<file path="config.mk">
export PLATFORM = sky130hd
export DESIGN_NAME = pll_reset_seq
export DESIGN_NICKNAME = d
export VERILOG_FILES = /design/src/rtl/pll_seq_pkg.sv /design/src/rtl/sync_2ff.sv /design/src/rtl/pll_reset_seq.sv
export SDC_FILE = /design/constraint.sdc
export NUM_CORES = 1
export LEC_CHECK = 0
export BUFFER_PORTS_ARGS = -buffer_cell sky130_fd_sc_hd__buf_2
export CORE_ASPECT_RATIO = 1.1
export CORE_UTILIZATION = 35
export CTS_CLUSTER_DIAMETER = 100
export DETAILED_ROUTE_END_ITERATION = 8
export PLACE_DENSITY = 0.57
export SYNTH_ARGS = -nofsm -noshare
export SYNTH_HDL_FRONTEND = slang
export SYNTH_SLANG_ARGS = --single-unit
</file>
<file path="constraint.sdc">
create_clock -name clk -period 2 [get_ports clk]
set_input_delay 0.4 -clock clk [delete_from_list [all_inputs] [get_ports clk]]
set_output_delay 0.4 -clock clk [all_outputs]
set_load 0.01 [all_outputs]
</file>
<file path="src/rtl/pll_seq_pkg.sv">
// Shared types for the PLL reset sequencer: FSM state encoding and clock-enable divider width.
package pll_seq_pkg;

  typedef enum logic [2:0] {
    ST_PLLRST = 3'd0,
    ST_WAIT   = 3'd1,
    ST_STABLE = 3'd2,
    ST_HOLD   = 3'd3,
    ST_RUN    = 3'd4
  } pll_state_e;

  localparam int CE_DIV_W = 3;

endpackage

</file>
<file path="src/rtl/sync_2ff.sv">
// Two-stage single-bit synchronizer; q lags d by two clk edges, flops cleared by rst_n.
module sync_2ff (
  input  logic clk,
  input  logic rst_n,
  input  logic d,
  output logic q
);

  logic [1:0] sync_q;
  logic [1:0] sync_d;

  always_comb begin
    sync_d = {sync_q[0], d};
  end

  always_ff @(posedge clk) begin
    if (!rst_n) sync_q <= '0;
    else        sync_q <= sync_d;
  end

  assign q = sync_q[1];

endmodule

</file>
<file path="src/rtl/pll_reset_seq.sv">
// PLL reset / lock-qualification sequencer producing core reset and divided clock enables.
// Define PLL_SEQ_TIMEOUT_EN to retry the PLL reset when lock does not arrive within LOCK_TIMEOUT_CYCLES.
import pll_seq_pkg::*;

module pll_reset_seq #(
  parameter int LOCK_STABLE_CYCLES  = 4800,
  parameter int RESET_HOLD_CYCLES   = 1024,
  parameter int LOCK_TIMEOUT_CYCLES = 480000,
  parameter int PLLRST_CYCLES       = 16
) (
  input  logic       clk,
  input  logic       rst_n,
  input  logic       pll_locked,
  output logic       pll_rst,
  output logic       sys_reset,
  output logic       ce_24m,
  output logic       ce_6m,
  output logic       ready,
  output logic [7:0] lock_lost_cnt
);

  localparam int MAX_AB  = (LOCK_STABLE_CYCLES > RESET_HOLD_CYCLES) ? LOCK_STABLE_CYCLES : RESET_HOLD_CYCLES;
  localparam int MAX_CD  = (LOCK_TIMEOUT_CYCLES > PLLRST_CYCLES) ? LOCK_TIMEOUT_CYCLES : PLLRST_CYCLES;
  localparam int MAX_ALL = (MAX_AB > MAX_CD) ? MAX_AB : MAX_CD;
  localparam int CNT_W   = $clog2(MAX_ALL + 1);

  localparam logic [CNT_W-1:0] LD_PLLRST = CNT_W'(PLLRST_CYCLES);
  localparam logic [CNT_W-1:0] LD_STABLE = CNT_W'(LOCK_STABLE_CYCLES);
  localparam logic [CNT_W-1:0] LD_HOLD   = CNT_W'(RESET_HOLD_CYCLES);
`ifdef PLL_SEQ_TIMEOUT_EN
  localparam logic [CNT_W-1:0] LD_WAIT   = CNT_W'(LOCK_TIMEOUT_CYCLES);
`else
  localparam logic [CNT_W-1:0] LD_WAIT   = '0;
`endif

  pll_state_e          state_q, state_d;
  logic [CNT_W-1:0]    cnt_q, cnt_d;
  logic [CE_DIV_W-1:0] ce_cnt_q, ce_cnt_d;
  logic [7:0]          lost_q, lost_d;
  logic                lock_s;
  logic                cnt_last;
  logic                ce_run;

  sync_2ff u_lock_sync (
    .clk   (clk),
    .rst_n (rst_n),
    .d     (pll_locked),
    .q     (lock_s)
  );

  // A count of 0 or 1 both mean "this is the final cycle" so a zero parameter still advances.
  assign cnt_last = (cnt_q <= CNT_W'(1));

  always_comb begin
    state_d  = state_q;
    cnt_d    = cnt_q - CNT_W'(1);
    lost_d   = lost_q;
    ce_cnt_d = '0;
    unique case (state_q)
      ST_PLLRST: begin
        if (cnt_last) begin
          state_d = ST_WAIT;
          cnt_d   = LD_WAIT;
        end
      end
      ST_WAIT: begin
        if (lock_s) begin
          state_d = ST_STABLE;
          cnt_d   = LD_STABLE;
        end
`ifdef PLL_SEQ_TIMEOUT_EN
        else if (cnt_last) begin
          state_d = ST_PLLRST;
          cnt_d   = LD_PLLRST;
        end
`else
        else begin
          cnt_d = cnt_q;
        end
`endif
      end
      ST_STABLE: begin
        if (!lock_s) begin
          state_d = ST_WAIT;
          cnt_d   = LD_WAIT;
        end else if (cnt_last) begin
          state_d = ST_HOLD;
          cnt_d   = LD_HOLD;
        end
      end
      ST_HOLD: begin
        ce_cnt_d = ce_cnt_q + CE_DIV_W'(1);
        if (!lock_s) begin
          state_d = ST_WAIT;
          cnt_d   = LD_WAIT;
        end else if (cnt_last) begin
          state_d = ST_RUN;
        end
      end
      ST_RUN: begin
        ce_cnt_d = ce_cnt_q + CE_DIV_W'(1);
        cnt_d    = cnt_q;
        if (!lock_s) begin
          state_d = ST_WAIT;
          cnt_d   = LD_WAIT;
          if (lost_q != 8'hFF) lost_d = lost_q + 8'd1;
        end
      end
      default: begin
        state_d = ST_PLLRST;
        cnt_d   = LD_PLLRST;
      end
    endcase
  end

  always_ff @(posedge clk) begin
    if (!rst_n) begin
      state_q  <= ST_PLLRST;
      cnt_q    <= LD_PLLRST;
      ce_cnt_q <= '0;
      lost_q   <= '0;
    end else begin
      state_q  <= state_d;
      cnt_q    <= cnt_d;
      ce_cnt_q <= ce_cnt_d;
      lost_q   <= lost_d;
    end
  end

  assign ce_run        = (state_q == ST_HOLD) || (state_q == ST_RUN);
  assign pll_rst       = (state_q == ST_PLLRST);
  assign sys_reset     = (state_q != ST_RUN);
  assign ready         = (state_q == ST_RUN);
  assign ce_24m        = ce_run && ce_cnt_q[0];
  assign ce_6m         = ce_run && (ce_cnt_q == '1);
  assign lock_lost_cnt = lost_q;

endmodule

</file>
; Word-level counts from Yosys, hierarchy flattened
; Cells that the tools add are included.
[word_totals]
ff_bits = 35
inputBits = 3
out_inout_bits = 13
elab_cells = 46
[op_classes]
addsub = 3
order_cmp = 1
eq_ne = 12
mux = 15
n_bitwise = 1
n_reduce_logical = 9
[ops]
columns = op, n
row1 = $mux W19, 6
row2 = $pmux W19 S5, 1
row3 = $mux W3, 7
row4 = $le A19 B1 Y1 const B, 1
row5 = $sub A19 B1 Y19 const B, 1
row6 = $pmux W3 S5, 1
row7 = $ne A3 B3 Y1 const B, 3
row8 = $add A8 B1 Y8 const B, 1
row9 = $ne A8 B8 Y1 const B, 1
row10 = $eq A3 B2 Y1 const B, 2
row11 = $eq A3 B3 Y1 const B, 2
row12 = $reduce_and A5 Y1, 1
row13 = $ne A2 B1 Y1 const B, 2
row14 = $reduce_and A2 Y1, 2
row15 = $add A3 B1 Y3 const B, 1
row16 = $eq A3 B1 Y1 const B, 1
row17 = $logic_not A3 Y1, 1
row18 = $reduce_and A3 Y1, 1
row19 = $logic_and A1 B1 Y1, 2
row20 = $ne A2 B2 Y1 const B, 1
row21 = $reduce_or A2 Y1, 1
row22 = $logic_or A1 B1 Y1, 1
row23 = $not A1 Y1, 1

; Logic depth before layout (Yosys ltp)
; Gate-level depths: netlist of run 1.
[depth]
word_depth = 4
mapped_depth = 9
mapped_depth_nobuf = 7

; By module
; Synthesis of run 1 repeated with hierarchy kept, for this count alone.
[hier_totals]
cells_unflattened = 240
hier_area_um2 = 1955.6
[modules_own_cells]
columns = mod, instances, cells_each, area_each_um2
row1 = pll_reset_seq, 1, 236, 1903.1
row2 = sync_2ff, 1, 4, 52.6

; Least setup slack after synthesis of run 1
; Ideal clock, no wire load.
[synth_path]
path_kind = register to register
start = register cnt_q[4]
end = register cnt_q[1]
arrival_time_ps = 1904
slack_ps = -31
path_stages_with_launch = 7
cell_sequence = dfxtp_1 > or4_4 > buf_6 > or4_4 > o21ai_2 > a2bb2oi_2 > nor2_1
[synth_between]
elab_chain_cells = 4
elab_cells_between_ends = 5
classes_between = order compare (1) / mux (4)
[synth_lines]
columns = item, line_no
row1 = "start, declared", pll_reset_seq.sv:37  ; logic [CNT_W-1:0] cnt_q, cnt_d;
row2 = "start signal, assigned", pll_reset_seq.sv:124  ; cnt_q <= cnt_d;
row3 = $le A19 B1 Y1 (*), pll_reset_seq.sv:52  ; assign cnt_last = (cnt_q <= CNT_W'(1));
row4 = $mux W19, pll_reset_seq.sv:86  ; end else if (cnt_last) begin
row5 = $mux W19, pll_reset_seq.sv:83  ; if (!lock_s) begin
row6 = $pmux W19 S5 (*), pll_reset_seq.sv:59  ; unique case (state_q)
; Every way passes the cells marked *; elsewhere a longest branch is shown, timed or not.
; A chain may end at the register's enable or synchronous reset.

; Worst setup path after layout of run 1
[layout_path]
start = register cnt_q[3]
end = register cnt_q[1]
; The elaborated chain is that of the path after synthesis.

==> impl_results.md, run 1 <==
- Status: complete, no violations
- Min Tclk post-route: 1.97 ns
- Non-Filler Instances: 352
- Initial DRC Count: 84
- FFs w/ async S/R, synth: 0%
- Startpoint types: flop
- H-Tree Depth: 2
- Leak: 0.997 nW
- Synth area leaders: dfxtp_1, nor2_1, xnor2_1
- Initial antenna violation count: 0
- Io pins: 16
- Crit. End Element: flop
- TritonCTS Sinks: 35
- Worst skew pair latency: 0.29 ns
- Most frequent cells in the layout: dfxtp_1, buf_4, nor2_1
- CP Data Required Time: 2.18 ns
- CTS tree: built
- Count of different cell masters after synthesis: 55
- GRT Total Usage: 17.3%
- Drt drc: 0
- N_diodes: 0
- Via-to-Cell Ratio: 5.21
- Syn nets: 243
- Placed Area: 0.00230 mm2
- Max-slew violations: 0
- Grt ovf: 0
- Slack of the worst reg-to-reg path: 0.03 ns
- Hold buffers post-CTS: 0
- Chip height: 80.4 um
- Worst Setup Path Type: reg2reg
- Place WS: 0.0306 ns
- Finished Cell Area: 0.00243 mm2
- Total power: 0.00345 W
- CTS Root Cell: clkbuf_8
- Setup-failing EPs final: 0
- Most common cell after layout, fill and taps aside: dfxtp_1
- Endpoints failing hold: 0
- Initial Util: 36.2%
- Yosys reg bits: 35
- Worst slew margin: 59.7%
- Fin crit share: 98.6%
- Ys Warns: 0
- Die area: 0.00588 mm2
- Pwr/cell area: 1420 mW/mm2
- GPL Wtd Cong: 0.883
- Max-cap violations: 0
- Port bufs: 15
- Post-synthesis instance area: 0.00195 mm2
- Multi-input logic area: 0.00121 mm2
- Peak supply drop: 0.553 mV
- Largest net degree at the start of global routing: 15
- Cells after Synth: 235
- Number of synthesized flops with an enable pin: 0
- Area Growth Syn to Fin: 24.3%
- Routed WL per cell: 13.1 um
- HP Class: in2reg
- Via count: 1834
- Unrepaired setup endpoints after global routing: true
- Final WS setup: 0.0276 ns
- DIE WIDTH: 73.2 um
- Tightest Pin Transition: 0.598 ns
- Crit path max fanout: 6
- NumNets Final: 284
- Avg Cell Area, Syn: 8.31 um2
- Setup TNS: 0 ns
- Final WL: 4630 um
- TritonCTS Buffers: 5
- Rows: 28
- Dpl cells: 343
- Worst clock skew: 0.00634 ns
- Hpwl dp: 3470 um
- 1st-pass router iterations: 4
- Register area share after synthesis: 35.9%
- Vias in the first global route: 1679
- Area share of the largest cell type after synthesis: 35.9%
- CP arrival: 2.15 ns
- Clock transition at path regs: 0.08 ns
- Filler cell count: 570
- Core area: 0.00540 mm2
- Layout cells sized above 1: 26.7%
- Max Clock Freq: 507 MHz
- Synth area leader: dfxtp_1
- Main synth FF type: dfxtp_1
- First-pass GRT wire length: 7850 um
- Routed Antenna Nets: 0
- Max Root-Sink Buffers: 2
- Sequential cell area: 703 um2
-- cells in the mapped netlist, types with 2 or more instances --
library cell / instances
nor3b_1: 2
ha_1: 5
o311ai_1: 2
o21ai_0: 6
and2_1: 4
or2_2: 2
o21a_1: 2
or3_1: 7
nand4_1: 2
a221oi_1: 2
nand2_1: 23
nor2_1: 24
nor2b_1: 6
nand4b_1: 3
clkbuf_1: 9
o2111ai_1: 2
o22ai_1: 2
buf_2: 2
nor4_1: 5
or4_1: 3
a31oi_1: 4
and3_1: 4
nand3_1: 7
nor3_1: 14
o21ai_2: 2
o31ai_1: 2
inv_1: 5
xor2_1: 5
or4_4: 2
xnor2_1: 10
dfxtp_1: 35
a21oi_1: 9
-- where the power goes --
group	internal, W	leakage [nW]	switching [W]
Clock	0.000242	0.0402	0.000273
Combinational	0.000915	0.672	0.00107
Sequential	0.000844	0.285	0.000107
-- layout make-up --
type / instances / share of cell area, %
Sequential cell: 35 / 29.0
Tap cell: 75 / 3.87
Clock inverter: 3 / 0.825
Clock buffer: 5 / 2.84
Timing Repair Buffer: 46 / 12.7
Multi-Input combinational cell: 183 / 50.1
Inverter: 5 / 0.773
-- per-stage QoR --
stage	hold slack [ns]	utilization, %
after floorplan	0.410	-
after global placement	0.414	42.6
after detailed placement	0.423	42.6
after CTS	0.307	44.3
after global routing	0.323	45.0
final	0.312	45.0
-- cells by family after synthesis --
| family | after synthesis | share of synthesized area (%) |
|---|---|---|
| multiplexers | 1 | 0.513 |
| buffers and inverters | 17 | 3.78 |
| AND/OR/NAND/NOR | 118 | 33.6 |
| adder cells (fa/ha/maj) | 5 | 3.20 |
| AO/OA/AOI/OAI | 44 | 16.3 |
| flip-flops | 35 | 35.9 |
| XOR/XNOR | 15 | 6.73 |
-- worst paths after layout --
check	from	end	cells after the start
hold reg to reg	u_lock_sync.sync_q[0]	u_lock_sync.sync_q[1]	1
hold / removal	pll_locked	u_lock_sync.sync_q[0]	2
setup reg to reg	cnt_q[3]	cnt_q[1]	5
setup / recovery	cnt_q[3]	cnt_q[1]	5
-- registers in the layout, summed over array words and instances, names as in the netlist --
register / flops
lock_lost_cnt: 8
state_q: 3
u_lock_sync.sync_q: 2
ce_cnt_q: 3
cnt_q: 19
-- critical path: stages (launching register included) --
cell and delay [ns]:
dfxtp_2 0.32, or4_4 0.59, or4_4 0.57, o21ai_4 0.19
a2bb2oi_2 0.14, nor2_1 0.04
-- routing by layer --
metal,up-vias,routed length (um),global-route usage (%)
met4,0,63,7.65
met5,-,0,0
li1,932,-,-
met3,9,126,3.39
met1,865,2250,22.7
met2,28,2190,27.2
-- repair_timing --
action	4_1_cts	5_1_grt
setup buffers	0	1
resized for setup	1	10
pin swaps	0	2
cloned	0	0
hold endpoints to repair	0	0
setup endpoints to repair	2	22
Power figures use the tool's default switching activity.
==> run 2, diff against run 1 <==
--- a/config.mk
+++ b/config.mk
@@ -11,6 +11,8 @@
 export CTS_CLUSTER_DIAMETER = 100
 export DETAILED_ROUTE_END_ITERATION = 8
 export PLACE_DENSITY = 0.57
+export RECOVER_POWER = 25
+export SKIP_CTS_REPAIR_TIMING = 1
 export SYNTH_ARGS = -nofsm -noshare
 export SYNTH_HDL_FRONTEND = slang
 export SYNTH_SLANG_ARGS = --single-unit
==> run 2 against run 1 <==
Net effect:
- flip-flop and latch count stayed put
- sequential power barely moved
- largest power group unchanged
- fmax is essentially flat
- wire length down 0.11%
- highest routed layer unchanged
- first-iteration DRC count unchanged
- power is essentially flat
- utilization down 0.12 points
- via count shrank 0.22%
- die area unchanged
- register-to-register slack hardly changed
==> impl_results.md, run 2 (synthesis results as in run 1) <==
- Status: complete, no violations
- Max-cap violations: 0
- Worst skew pair latency: 0.29 ns
- CP Data Required Time: 2.18 ns
- 1st-pass router iterations: 4
- Crit path cell chain: or4_4 > or4_4 > o21ai_4 > a2bb2oi_2 > nor2_1
- Vias in the first global route: 1679
- Fin crit share: 98.7%
- Worst Setup Path Type: reg2reg
- Multi-input logic area: 0.00121 mm2
- Cell family with most CP delay: simple AND/OR/NAND/NOR gates
- H-Tree Depth: 2
- Area Growth Syn to Fin: 24.0%
- Setup-failing EPs final: 0
- Worst slew margin: 59.7%
- R2r endpoint: cnt_q[1]
- CP arrival: 2.15 ns
- Crit. End Element: flop
- FF-to-FF Start: cnt_q[3]
- Filler cell count: 572
- CTS Root Cell: clkbuf_8
- Die area: 0.00588 mm2
- Tightest Pin Transition: 0.598 ns
- Placed Area: 0.00230 mm2
- Pwr/cell area: 1430 mW/mm2
- Hpwl dp: 3470 um
- Chip height: 80.4 um
- Peak supply drop: 0.554 mV
- Slowest stage delay, CP: 0.59 ns
- Crit path max fanout: 6
- Sequential cell area: 703 um2
- Clock transition at path regs: 0.08 ns
- Via count: 1830
- DIE WIDTH: 73.2 um
- Layout cells sized above 1: 24.9%
- Via-to-Cell Ratio: 5.20
- Crit-path slowest cell: or4_4
- GPL Wtd Cong: 0.883
- CTS tree: built
- TritonCTS Buffers: 5
- First-pass GRT wire length: 7850 um
- Setup crit start: cnt_q[3]
- Grt ovf: 0
- Largest Register: cnt_q
- Worst clock skew: 0.00626 ns
- Max Root-Sink Buffers: 2
- Largest register FFs: 19
- Initial Util: 36.2%
- Routed Antenna Nets: 0
- Reg2Reg Depth: 5
- Most common cell after layout, fill and taps aside: dfxtp_1
- WP depth: 5
- Largest net degree at the start of global routing: 15
- Core area: 0.00540 mm2
- Min Tclk post-route: 1.97 ns
- NumNets Final: 284
- Unrepaired setup endpoints after global routing: true
- Most frequent cells in the layout: dfxtp_1, buf_4, nor2_1
- Max Clock Freq: 507 MHz
- Leak: 0.975 nW
- Fin util: 44.9%
- GRT Total Usage: 17.3%
- HP Class: in2reg
- Port bufs: 15
- Routed WL per cell: 13.1 um
- N_diodes: 0
- Max-slew violations: 0
- Finished Cell Area: 0.00242 mm2
- Slack of the worst reg-to-reg path: 0.03 ns
- Initial DRC Count: 84
- Rows: 28
- Endpoints failing hold: 0
- TritonCTS Sinks: 35
- CP most frequent cell: or4_4
- Startpoint types: flop
- CP Buf/Inv Count: 0
- CP endpoint: cnt_q[1]
- Final WL: 4620 um
- Drt drc: 0
- Io pins: 16
- Initial antenna violation count: 0
## run 2: changes by cell type in the layout (fill, tap and decap cells not counted)
cell	delta
buf_2	-5
clkbuf_1	+5
## run 2: metal layers
layer  vias to the layer above  track usage, %  part of all wire, %
met1                       860            22.7                   49
li1                        934               -                    -
met4                         0            7.65                  1.4
met5                         -               0                    0
met3                         9            3.39                  2.6
met2                        27            27.2                   47
## run 2: layout make-up
type                    instances  share of cell area (%)
clock buffers                   5                    2.84
multi-input cells             183                    50.2
repair buffers                 46                    12.5
well taps                      75                    3.88
clock inverters                 3                   0.827
flip-flops and latches         35                    29.0
inverters                       5                   0.775
## run 2: power breakdown
part           internal [W]  switching [W]
Sequential         0.000844       0.000107
Combinational      0.000915        0.00107
Clock              0.000242       0.000272
## run 2: per-stage QoR
step | TNS, ns | setup slack (ns) | hold WS, ns | cells | total power [W]
floorplan | 0 | 0.0254 | 0.410 | 235 | 0.00226
global placement | 0 | 0.0356 | 0.414 | 343 | 0.00282
detailed placement | 0 | 0.0306 | 0.423 | 343 | 0.00282
CTS | -0.217 | -0.109 | 0.307 | 351 | 0.00335
global route | -0.0172 | -0.0172 | 0.323 | 352 | 0.00372
finish | 0 | 0.0269 | 0.313 | 352 | 0.00345
## run 2: worst register-to-register path: cells and delay by family (launching register included)
| kind | cells | cell delay (ns) |
|---|---|---|
| flip-flops | 1 | 0.32 |
| AND/OR/NAND/NOR | 3 | 1.20 |
| AO/OA/AOI/OAI | 2 | 0.34 |
## run 2: worst min-delay path by stage
stage	cells past startpoint	slack, ns	endpoint	startpoint
final	2	0.31	u_lock_sync.sync_q[0]	pll_locked
after CTS	2	0.31	u_lock_sync.sync_q[0]	pll_locked
after global routing	2	0.32	u_lock_sync.sync_q[0]	pll_locked
after global placement	1	0.41	u_lock_sync.sync_q[1]	u_lock_sync.sync_q[0]
after detailed placement	1	0.42	u_lock_sync.sync_q[1]	u_lock_sync.sync_q[0]
after floorplan	1	0.41	ce_cnt_q[0]	ce_cnt_q[0]
